--- src/rtl/pulse_sequencer.sv ---
// rtl/pulse_sequencer.sv - profile-table driven pulse sequencer for a pulse generator
//
// Purpose:
//   Holds a small table of {high-time, low-time, repeat, last} entries and walks
//   a downstream pulse generator through them. It counts generator periods
//   (rising edges of gen_cycle) and hands the generator new time words once an
//   entry has run its repeat count.
//
// Optional feature:
//   PULSE_SEQ_LOOP_EN - when defined, loop_mode=1 makes a completing "last" entry
//                       wrap back to entry 0 instead of finishing.
//
// Ports:
//   clk        - single clock, rising edge
//   reset_n    - asynchronous active-low reset
//   cfg_valid  - table write request
//   cfg_ready  - table write accepted this cycle (IDLE only)
//   cfg_addr   - table entry index
//   cfg_tph    - high-time word, stored unmodified
//   cfg_tpl    - low-time word, stored unmodified
//   cfg_rep    - periods per entry (0 treated as 1)
//   cfg_last   - entry terminates the sequence
//   start      - run request (honoured in IDLE only)
//   stop       - abort request (overrides everything else)
//   loop_mode  - wrap after the last entry (PULSE_SEQ_LOOP_EN builds only)
//   gen_cycle  - generator signal_cycle, high at start of each period
//   gen_reset  - synchronous reset to the generator
//   tph, tpl   - time words to the generator
//   busy       - sequence active (LOAD, RUN, DRAIN)
//   done       - one-cycle completion pulse
//   cur_entry  - entry currently driving tph/tpl

module pulse_sequencer #(
  parameter int NUM_ENTRIES = 4,
  parameter int REP_W       = 8
) (
  input  logic                           clk,
  input  logic                           reset_n,
  input  logic                           cfg_valid,
  output logic                           cfg_ready,
  input  logic [$clog2(NUM_ENTRIES)-1:0] cfg_addr,
  input  logic [15:0]                    cfg_tph,
  input  logic [15:0]                    cfg_tpl,
  input  logic [REP_W-1:0]               cfg_rep,
  input  logic                           cfg_last,
  input  logic                           start,
  input  logic                           stop,
  input  logic                           loop_mode,
  input  logic                           gen_cycle,
  output logic                           gen_reset,
  output logic [15:0]                    tph,
  output logic [15:0]                    tpl,
  output logic                           busy,
  output logic                           done,
  output logic [$clog2(NUM_ENTRIES)-1:0] cur_entry
);

  localparam int AW = $clog2(NUM_ENTRIES);

  typedef enum logic [2:0] {
    S_IDLE  = 3'd0,
    S_LOAD  = 3'd1,
    S_RUN   = 3'd2,
    S_DRAIN = 3'd3,
    S_DONE  = 3'd4
  } state_e;

  state_e state, state_next;

  // Profile table; deliberately not reset so a configuration survives reset.
  logic [15:0]      tph_mem  [NUM_ENTRIES];
  logic [15:0]      tpl_mem  [NUM_ENTRIES];
  logic [REP_W-1:0] rep_mem  [NUM_ENTRIES];
  logic             last_mem [NUM_ENTRIES];

  logic [REP_W-1:0] rep_cnt;
  logic             load_cnt;
  logic             gen_cycle_q;
  logic             period_start;

  logic             load_en;
  logic [AW-1:0]    load_idx;
  logic             cnt_inc;
  logic             cnt_clr;
  logic             loop_go;

  logic [REP_W-1:0] rep_eff;
  logic [REP_W:0]   cnt_plus;
  logic             entry_done;

  // ---------------------------------------------------------------------------
  // Table write port
  // ---------------------------------------------------------------------------
  always_ff @(posedge clk) begin
    if (cfg_valid && cfg_ready) begin
      tph_mem[cfg_addr]  <= cfg_tph;
      tpl_mem[cfg_addr]  <= cfg_tpl;
      rep_mem[cfg_addr]  <= cfg_rep;
      last_mem[cfg_addr] <= cfg_last;
    end
  end

  // ---------------------------------------------------------------------------
  // Period detection and entry completion
  // ---------------------------------------------------------------------------
  // The edge-detect register is held low during LOAD so that a gen_cycle that
  // is already high when RUN begins still counts as the first period.
  assign period_start = gen_cycle & ~gen_cycle_q;

  // A repeat count of 0 behaves as 1 so every entry gets at least one period.
  assign rep_eff    = (rep_mem[cur_entry] == '0) ? {{(REP_W-1){1'b0}}, 1'b1}
                                                 : rep_mem[cur_entry];
  assign cnt_plus   = {1'b0, rep_cnt} + {{REP_W{1'b0}}, 1'b1};
  assign entry_done = (cnt_plus >= {1'b0, rep_eff});

`ifdef PULSE_SEQ_LOOP_EN
  assign loop_go = loop_mode;
`else
  logic unused_loop_mode;
  assign unused_loop_mode = loop_mode;
  assign loop_go          = 1'b0;
`endif

  // ---------------------------------------------------------------------------
  // FSM state register and datapath registers
  // ---------------------------------------------------------------------------
  always_ff @(posedge clk or negedge reset_n) begin
    if (!reset_n) begin
      state       <= S_IDLE;
      tph         <= 16'h0000;
      tpl         <= 16'h0000;
      cur_entry   <= '0;
      rep_cnt     <= '0;
      load_cnt    <= 1'b0;
      gen_cycle_q <= 1'b0;
    end else begin
      state       <= state_next;
      gen_cycle_q <= (state == S_LOAD) ? 1'b0 : gen_cycle;
      // Toggles once per LOAD cycle: 0 on the first, 1 on the second.
      load_cnt    <= (state == S_LOAD) ? ~load_cnt : 1'b0;

      if (load_en) begin
        tph       <= tph_mem[load_idx];
        tpl       <= tpl_mem[load_idx];
        cur_entry <= load_idx;
      end

      if (cnt_clr) begin
        rep_cnt <= '0;
      end else if (cnt_inc) begin
        rep_cnt <= cnt_plus[REP_W-1:0];
      end
    end
  end

  // ---------------------------------------------------------------------------
  // FSM next-state and datapath control
  // ---------------------------------------------------------------------------
  always_comb begin
    state_next = state;
    load_en    = 1'b0;
    load_idx   = '0;
    cnt_inc    = 1'b0;
    cnt_clr    = 1'b0;

    unique case (state)
      S_IDLE: begin
        if (start && !stop) begin
          state_next = S_LOAD;
          load_en    = 1'b1;
          load_idx   = '0;
          cnt_clr    = 1'b1;
        end
      end

      S_LOAD: begin
        if (stop) begin
          state_next = S_IDLE;
        end else if (load_cnt) begin
          state_next = S_RUN;
        end
      end

      S_RUN: begin
        if (stop) begin
          state_next = S_IDLE;
        end else if (period_start) begin
          if (entry_done) begin
            cnt_clr = 1'b1;
            if (!last_mem[cur_entry]) begin
              // Power-of-two depth: the increment wraps to 0 naturally.
              load_en  = 1'b1;
              load_idx = cur_entry + 1'b1;
            end else if (loop_go) begin
              load_en  = 1'b1;
              load_idx = '0;
            end else begin
              // Leave tph/tpl alone so the generator finishes its final period.
              state_next = S_DRAIN;
            end
          end else begin
            cnt_inc = 1'b1;
          end
        end
      end

      S_DRAIN: begin
        if (stop) begin
          state_next = S_IDLE;
        end else if (period_start) begin
          state_next = S_DONE;
        end
      end

      S_DONE: begin
        state_next = S_IDLE;
      end

      default: begin
        state_next = S_IDLE;
      end
    endcase
  end

  // ---------------------------------------------------------------------------
  // State-decoded outputs
  // ---------------------------------------------------------------------------
  assign cfg_ready = (state == S_IDLE);
  assign gen_reset = (state == S_IDLE) || (state == S_LOAD) || (state == S_DONE);
  assign busy      = (state == S_LOAD) || (state == S_RUN) || (state == S_DRAIN);
  assign done      = (state == S_DONE);

endmodule

--- config.mk ---
export PLATFORM = sky130hd
export DESIGN_NAME = pulse_sequencer
export DESIGN_NICKNAME = d
export VERILOG_FILES = /design/src/rtl/pulse_sequencer.sv
export SDC_FILE = /design/constraint.sdc
export NUM_CORES = 1
export LEC_CHECK = 0
export BUFFER_PORTS_ARGS = -buffer_cell sky130_fd_sc_hd__buf_2
export CORE_UTILIZATION = 53
export DETAILED_ROUTE_END_ITERATION = 8
export PLACE_DENSITY_LB_ADDON = 0.12
export SLEW_MARGIN = 5
export SYNTH_ARGS = -nofsm -noshare
export SYNTH_HDL_FRONTEND = slang
export SYNTH_SLANG_ARGS = --single-unit
--- constraint.sdc ---
create_clock -name clk -period 4.2 [get_ports clk]
set_input_delay 0.84 -clock clk [delete_from_list [all_inputs] [get_ports clk]]
set_output_delay 0.84 -clock clk [all_outputs]
set_load 0.01 [all_outputs]
Yosys cells after proc, flatten, opt, wreduce, memory -nomap -nowiden
Memory sizes are Yosys's and may differ from the RTL's. A register that Yosys moved wholly into a read port is not among the register bits.
Cells that the tools add are included.
{"block": "totals", "register_bits": 15, "ram_bits": 164, "input_bits": 50, "elab_cells": 74, "mem_count": 4}
{"name": "tph_mem", "depth": 4, "width": 16, "read_ports": 1, "rd_ports_with_merged_regs": 1, "write_ports": 1, "line": "71", "text": "logic [15:0] tph_mem [NUM_ENTRIES];"}
{"name": "tpl_mem", "depth": 4, "width": 16, "read_ports": 1, "rd_ports_with_merged_regs": 1, "write_ports": 1, "line": "72", "text": "logic [15:0] tpl_mem [NUM_ENTRIES];"}
{"name": "rep_mem", "depth": 4, "width": 8, "read_ports": 1, "rd_ports_with_merged_regs": 0, "write_ports": 1, "line": "73", "text": "logic [REP_W-1:0] rep_mem [NUM_ENTRIES];"}
{"name": "last_mem", "depth": 4, "width": 1, "read_ports": 1, "rd_ports_with_merged_regs": 0, "write_ports": 1, "line": "74", "text": "logic last_mem [NUM_ENTRIES];"}
{"block": "classes", "n_addsub": 2, "order_cmp": 1, "eq_ne": 10, "muxes": 36, "bitwise_logic": 3, "n_reduce_logical": 13}
{"op": "3-bit two-way mux", "n": 9}
{"op": "8-bit two-way mux", "n": 3}
{"op": "1-bit two-way mux", "n": 16}
{"op": "3-bit inequality test, second input constant", "n": 5}
{"op": "3-bit case mux with 4 select lines", "n": 1}
{"op": "2-bit two-way mux", "n": 5}
{"op": "8-bit by 1-bit adder with 9-bit output, second input constant", "n": 1}
{"op": "9-bit by 8-bit >= comparator with 1-bit output", "n": 1}
{"op": "8-bit logical NOT", "n": 1}
{"op": "3-bit by 2-bit == test with 1-bit output, second input constant", "n": 2}
{"op": "6-bit AND reduction", "n": 1}
{"op": "1-bit logical OR", "n": 4}
{"op": "1-bit case mux with 2 select lines", "n": 2}
{"op": "3-bit by 1-bit == test with 1-bit output, second input constant", "n": 1}
{"op": "3-bit == test, second input constant", "n": 1}
{"op": "1-bit logical NOT", "n": 3}
{"op": "3-bit logical NOT", "n": 1}
{"op": "2-bit by 1-bit adder with 2-bit output, second input constant", "n": 1}
{"op": "1-bit logical AND", "n": 2}
{"op": "2-bit by 1-bit inequality test with 1-bit output, second input constant", "n": 1}
{"op": "1-bit NOT", "n": 2}
{"op": "2-bit nonzero test", "n": 1}
{"op": "1-bit AND", "n": 1}

Logic depth before layout (Yosys ltp)
Gate-level depths: netlist of the first run.
An unclocked memory read counts as a cell.
{"block": "logic_depth", "word_depth": 10, "ltp_mapped": 14, "depth_no_buf": 11}

Worst setup path before layout of the first run
OpenSTA, ideal clock, no wires.
{"block": "synth_path", "path_kind": "flip-flop to flip-flop", "start": "register state[0]", "end": "memory last_mem[0], enable pin", "setup_ns": 0.491, "t_arrival_ns": 3.932, "path_slack_ns": -0.222, "path_stages_with_launch": 5, "period_less_slack_ns": 4.422, "cell_sequence": "dfrtp_1 -> clkbuf_1 -> nor3_1 -> nand2_1 -> nor3_1"}
{"block": "synth_between", "elab_chain_cells": 4}
{"item": "from (decl)", "line": "68", "text": "state_e state, state_next;"}
{"item": "from (signal assigned)", "line": "137", "text": "state <= state_next;"}
{"item": "3-bit logical NOT", "line": "228", "text": "assign cfg_ready = (state == S_IDLE);"}
{"item": "named net cfg_ready", "line": "40", "text": "output logic cfg_ready,"}
{"item": "1-bit logical AND", "line": "95", "text": "if (cfg_valid && cfg_ready) begin"}
{"item": "1-bit two-way mux", "line": "95"}
{"item": "1-bit two-way mux (not written as such)", "line": "99", "text": "last_mem[cfg_addr] <= cfg_last;"}
{"item": "to (decl)", "line": "74"}
The timed path passes the listed nets, and every way through them passes these cells.

Worst setup path in the final report of the first run
{"block": "layout_path", "start": "register cur_entry[0]", "end": "register tpl[2] (read register of tpl_mem)"}
{"block": "layout_between", "elab_chain_cells": 8, "elab_cells_between_ends": 16, "classes_between": "1 x add/sub; 1 x order compare; 11 x mux; 1 x reduce/logical; 2 x memory"}
{"item": "from (decl)", "line": "55", "text": "output logic [$clog2(NUM_ENTRIES)-1:0] cur_entry"}
{"item": "from (signal assigned)", "line": "145", "text": "cur_entry <= load_idx;"}
{"item": "memory read 4 x 8 bit"}
{"item": "8-bit logical NOT", "line": "111", "text": "assign rep_eff = (rep_mem[cur_entry] == '0) ? {{(REP_W-1){1'b0}}, 1'b1}"}
{"item": "8-bit two-way mux", "line": "111"}
{"item": "9-bit by 8-bit >= comparator with 1-bit output", "line": "114", "text": "assign entry_done = (cnt_plus >= {1'b0, rep_eff});"}
{"item": "1-bit two-way mux or 2-bit two-way mux (tied branches)", "line": "188", "text": "if (entry_done) begin"}
{"item": "1-bit two-way mux or 2-bit two-way mux (tied branches)", "line": "187", "text": "end else if (period_start) begin"}
{"item": "1-bit two-way mux or 2-bit two-way mux (tied branches)", "line": "185", "text": "if (stop) begin"}
{"item": "1-bit case mux with 2 select lines or 2-bit two-way mux (tied branches)"}
{"item": "to (decl)", "line": "52", "text": "output logic [15:0] tpl,"}
Several ways; a longest one is shown, not always the timed one.
A chain may end at the register's enable or synchronous reset.

==> results.ini, run 1 <==
[setup_path]
crit_fanout=16
arrival_ps=4090
cp.required_ps=4600
crit_path_start=cur_entry[0]
cp-end-kind=register
worst_setup_path_start_kind=register
path_class=reg2reg
r2r-start=cur_entry[0]
critical_path_depth=11
critical-path-slowest-cell=dfrtp_1
crit_buf_inv=1
max_stage_delay_ps=690
rr_worst_depth=11
path_cells=mux4_2, nor4_1, a41o_1, ha_1, nor2b_1, o21ai_0, a221o_1, nand3_1, buf_4, a21oi_1, o32ai_1
path_delay_family=compound AO/OA/AOI/OAI gates

[power_and_ir_drop]
switching_share_pct=22.14
vdd_drop_max_v=0.0004603
p_int_mw=3.747
power.density_mw_per_mm2=479.4
power.leakage_nw=3.794
p_seq_share_pct=50.6
comb_power_share_pct=6.9
power_frac_clock_pct=42.5
p_sw_mw=1.065

[route]
avgViaCountPerCell=5.764
drt-pass1-iter-count=4
remaining_drc_errors=0
wirelength_mm=17.98
wl_per_cell_um=20.74
via_count=4997
postRouteAntennaNets=0
drt_iter0_markers=351

[cells_and_area]
nNetsFinal=697
final_common_cell=edfxtp_1
utilization_pct=65.07
synthToLayoutAreaGrowth_pct=18.16
drive_gt1_share_pct=30.38
most-common-layout-cells=164 x edfxtp_1, 86 x buf_2, 48 x nor2_1, 46 x dfrtp_1, 44 x nand2_1

[logic_synthesis]
yosysUniqueCellTypes=48
netlist_area_mm2=0.008496
syn_area_per_cell_um2=15.85
yosys_register_bits=211
ys_warn_count=0
synthTopCellsByArea=edfxtp_1 58%, dfrtp_1 14%, mux4_2 6.4%
synth_top_area_share_pct=57.97
synth-edff-count=164
syn_inst=536
synthArstFlopShare_pct=22.27
synth_top_area_cell=edfxtp_1
syn_nets=595
synth-seq-area-share_pct=71.81
ys.flop_type=edfxtp_1

[timing]
rsz0062_at_grt=no
finalCritPeriodShare_pct=87.66
slew_viol_final=0
fmax_ghz=0.2716
setup_viol=0
finalClockSkew_ps=11.80
tightest_slew_ps=907.5
maxSlewHeadroom_pct=39.50
period_needed_ps=3682
hold_viol_final=0
setup-tns-final_ps=0

[floorplanning]
die_y_um=128.6
coreArea_mm2=0.01543
dieArea_mm2=0.01654
fp-row-count=45
die_w_um=128.6
initial_core_util_pct=55.07
num_io_pins=88

[placed_design]
dpl.hpwl_mm=10.44
gp_congestion=0.7880
io_buffers=86

[clock_tree]
numCtsBuffers=23
htreeDepth=1
clk_pin_slew_ps=60
root_buffer=clkbuf_16
cts_tree=yes
cts_hold_buf=0
cts_buffer_depth=3
cts_resized=0
insertion_delay_ps=520
cts.sinks=211

[global_routing]
antenna_found_initial=0
grt_usage_pct=23.07
grt_pass1_vias=5208
gr-total-overflow=0
grt_start_max_net_pins=48
grt_first_pass_wirelength_mm=28.48

[status]
outcome=finished clean

[worst_hold_path]
hp-class=in2async

[job]
drv_cap=0

[worst paths after layout]
path,slack (ps),end
setup reg to reg,520,tpl[2]
max in group asynchronous,3000,tpl[9]
hold reg to reg,450,load_cnt
min in group clk,450,load_cnt
setup / recovery,520,tpl[2]
hold / removal,410,tpl[2]
[power groups by stage]
stage	clock network, mW	logic (mW)	registers, mW
detailed placement	0	0.336	2.47
global route	2.16	0.364	2.45
floorplan	0	0.143	2.49
CTS	2.08	0.336	2.44
global placement	0	0.326	2.47
finish	2.05	0.331	2.44
[final cells by class]
class / count / area [µm²]
Timing Repair Buffer: 105 / 598.1
Clock inverter: 12 / 155.1
Antenna cell: 1 / 2.502
Inverter: 10 / 37.54
Multi-Input combinational cell: 287 / 2257
Sequential cell: 211 / 6102
Tap cell: 211 / 264.0
Clock buffer: 30 / 621.8
Fill cell: 1187 / 5389
[layer usage]
metal	GRT usage, %	share of wire [%]	wire (µm)
met5	0	0	0
met2	38.00	49	8793
met1	31.84	44	7859
met4	6.159	1.5	268
met3	4.491	5.9	1059
[per-stage QoR]
stage	area (µm²)	hold WS [ps]	cells	power, mW	setup slack, ps
3_5_place_dp	9239	440.7	823	2.811	210.4
2_1_floorplan	8496	415.8	536	2.637	-222.4
4_1_cts	10020	410.6	865	4.848	213.6
5_1_grt	10040	443.2	866	4.974	236.4
6_report	10040	405.9	867	4.812	518.3
3_3_place_gp	9239	441.5	823	2.797	292.4
[cell families after synthesis]
| logic type | after synthesis | share of synthesized area (%) |
|---|---|---|
| XOR/XNOR | 13 | 1.340 |
| adder cells (fa/ha/maj) | 9 | 1.326 |
| buffers and inverters | 38 | 1.944 |
| flip-flops | 211 | 71.81 |
| AO/OA/AOI/OAI | 104 | 9.426 |
| multiplexers | 25 | 6.480 |
| AND/OR/NAND/NOR | 136 | 7.673 |
[synth_stat cells, types with 10 or more instances]
cell	number
edfxtp_1	164
nor2_1	50
dfrtp_1	47
nand2_1	45
a21oi_1	32
mux4_2	24
a221oi_1	17
a31oi_1	15
clkbuf_1	15
nand3_1	12
xor2_1	11
a21oi_2	10
[timing repair]
item                                    4_1_cts  5_1_grt
endpoints found under the setup margin        0        7
endpoints found under the hold margin         0        0
setup buffers                                 0        1
[sequential cells by signal (all words and copies together) (netlist names), 2 cells and up]
signal / count
cur_entry: 2
tph_mem: 64
rep_mem: 32
tph: 16
tpl_mem: 64
state: 3
last_mem: 4
tpl: 16
rep_cnt: 8
Note: power is estimated with default switching activity, not from simulation.
==> inputs of run 2 (changes only) <==
--- a/config.mk
+++ b/config.mk
@@ -5,7 +5,8 @@
 export SDC_FILE = /design/constraint.sdc
 export NUM_CORES = 1
 export LEC_CHECK = 0
-export BUFFER_PORTS_ARGS = -buffer_cell sky130_fd_sc_hd__buf_2
+export BUFFER_PORTS_ARGS = -buffer_cell sky130_fd_sc_hd__clkbuf_2
+export CORE_MARGIN = 4
 export CORE_UTILIZATION = 53
 export DETAILED_ROUTE_END_ITERATION = 8
 export PLACE_DENSITY_LB_ADDON = 0.12
==> run 2 against run 1 <==
Compared with the run above: non-clock buffer count rose by 4; highest routed layer is now met5; hold slack improved by 49 ps; power fell by 1.0%; sequential power is essentially flat; setup slack better by 67 ps; routed wire length hardly changed; critical endpoint is now tph[11]; core utilization decreased by 1.4 points; fmax up 1.9%.
==> results.ini, run 2 (synthesized netlist as in run 1, its figures left out) <==
[placed_design]
post-place-ws_ps=252.5  ; +42.09 ps
dpl.hpwl_mm=10.58  ; +1.4%
gp_congestion=0.8408  ; +6.7%
io_buffers=86  ; unchanged
place_inst=828  ; +0.61%
postPlaceCellArea_mm2=0.009245  ; about the same

[setup_path]
critical-path-slowest-cell=dfrtp_1
max_stage_delay_ps=730  ; +40 ps
crit_fanout=16  ; unchanged
critical_path_depth=11  ; unchanged
path_delay_family=compound AO/OA/AOI/OAI gates
rr_worst_depth=11  ; unchanged
crit_buf_inv=1  ; unchanged
path_cells=mux4_2, nor4_1, a41o_1, ha_1, nor2b_1, o21ai_0, a221o_1, nand3_1, buf_4, a21oi_1, o32ai_1
arrival_ps=4010  ; -80 ps
worst_setup_path_start_kind=register
cp.required_ps=4590  ; about the same
cp-end-kind=register
path_class=reg2reg

[clock_tree]
cts_tree=yes
insertion_delay_ps=500  ; -20 ps
numCtsBuffers=22  ; -4.3%
root_buffer=clkbuf_16
clk_pin_slew_ps=60  ; about the same
htreeDepth=1  ; unchanged
cts_buffer_depth=3  ; unchanged
cts.sinks=211  ; unchanged

[route]
via_count=5077  ; +1.6%
remaining_drc_errors=0  ; unchanged
drt_iter0_markers=364  ; +3.7%
wirelength_mm=17.99  ; about the same
postRouteAntennaNets=0  ; unchanged
met2WireLength_mm=8.824  ; +0.35%
top_layer=met5
drt-pass1-iter-count=5  ; +1
met1_length_mm=7.528  ; -4.2%
avgViaCountPerCell=5.816  ; +0.90%
wl_per_cell_um=20.61  ; -0.62%
dr_wl_met3_mm=1.288  ; +22%

[status]
outcome=finished clean

[timing]
period_needed_ps=3614  ; -67.39 ps
tightest_slew_ps=987.3  ; +79.86 ps
maxSlewHeadroom_pct=34.18  ; -5.3 points
finalCritPeriodShare_pct=86.06  ; -1.6 points
setup_viol=0  ; unchanged
layout_setup_ws_ps=585.7  ; +67.39 ps
fmax_ghz=0.2767  ; +1.9%
slew_viol_final=0  ; unchanged
finalClockSkew_ps=8.558  ; -3.239 ps
hold_viol_final=0  ; unchanged
rsz0062_at_grt=no

[power_and_ir_drop]
power.leakage_nw=3.809  ; +0.40%
power.density_mw_per_mm2=474.2  ; -1.1%
vdd_drop_max_v=0.0003143  ; -32%

[cells_and_area]
diodes=0  ; -1
most-common-layout-cells=164 x edfxtp_1, 86 x clkbuf_2, 48 x nor2_1, 46 x dfrtp_1, 44 x nand2_1
synthToLayoutAreaGrowth_pct=18.26  ; about the same
multi_input_area_mm2=0.002257  ; unchanged
ff_latch_area_mm2=0.006102  ; unchanged
drive_gt1_share_pct=30.44  ; +0.060 points
final_common_cell=edfxtp_1
final_cell_area_mm2=0.01005  ; about the same
fillers=1174  ; -1.1%
nNetsFinal=700  ; +0.43%
reg.largest.list=tph_mem (64), tpl_mem (64), rep_mem (32)
fin_cells=873  ; +0.69%

[floorplanning]
initial_core_util_pct=53.87  ; -1.2 points
die_y_um=134.6  ; +4.7%
coreArea_mm2=0.01577  ; +2.2%
dieArea_mm2=0.01812  ; +9.5%
fp-row-count=46  ; +2.2%
num_io_pins=88  ; unchanged
die_w_um=134.6  ; +4.7%

[job]
drv_cap=0  ; unchanged

[global_routing]
antenna_found_initial=2  ; +2
grt_first_pass_wirelength_mm=28.47  ; about the same
grt_start_max_net_pins=48  ; unchanged
grt_usage_pct=20.28  ; -2.8 points
gr-total-overflow=0  ; unchanged
grt_pass1_vias=5216  ; +0.15%

[worst_hold_path]
min_path_cells=1
hp-class=reg2reg

==> run 2: per-stage QoR <==
step | hold slack, ps | utilization, % | total power [mW] | setup TNS [ps]
2_1_floorplan | 415.8 | - | 2.637 | -18240
3_3_place_gp | 441.6 | 58.62 | 2.801 | 0
3_5_place_dp | 449.9 | 58.62 | 2.816 | 0
4_1_cts | 456.4 | 63.39 | 4.807 | 0
5_1_grt | 475.7 | 63.71 | 4.936 | 0
6_report | 455.0 | 63.71 | 4.764 | 0
==> run 2: cell type report <==
cell class              count  share of cell area [%]
clock buffers              31                   6.227
clock inverters             9                   1.258
inverters                  10                  0.3736
multi-input cells         287                   22.47
flip-flops and latches    211                   60.73
well taps                 216                   2.690
repair buffers            109                   6.252
==> run 2: power breakdown <==
part	switching (mW)	internal, mW
sequential	0.0600	2.38
clock	0.766	1.23
combinational	0.204	0.129
==> run 2: worst paths after layout <==
path | startpoint | endpoint | slack (ps)
worst max-delay path | cur_entry[0] | tph[11] | 590
worst min-delay path | load_cnt | load_cnt | 460
worst max register to register | cur_entry[0] | tph[11] | 590
worst min register to register | load_cnt | load_cnt | 460
max in group asynchronous | reset_n | tpl[5] | 2880
min in group asynchronous | reset_n | rep_cnt[7] | 500
==> run 2: metal layers <==
layer | GRT usage [%] | vias to the layer above
met2 | 33.80 | 169
li1 | - | 2291
met4 | 5.317 | 4
met3 | 3.614 | 30
met1 | 28.14 | 2583
met5 | 0 | -
==> run 2: repair_timing <==
item	4_1_cts	5_1_grt
resized for setup	0	0
endpoints found under the setup margin	0	5
buffers inserted	0	5
hold buffers	0	0
endpoints found under the hold margin	0	0
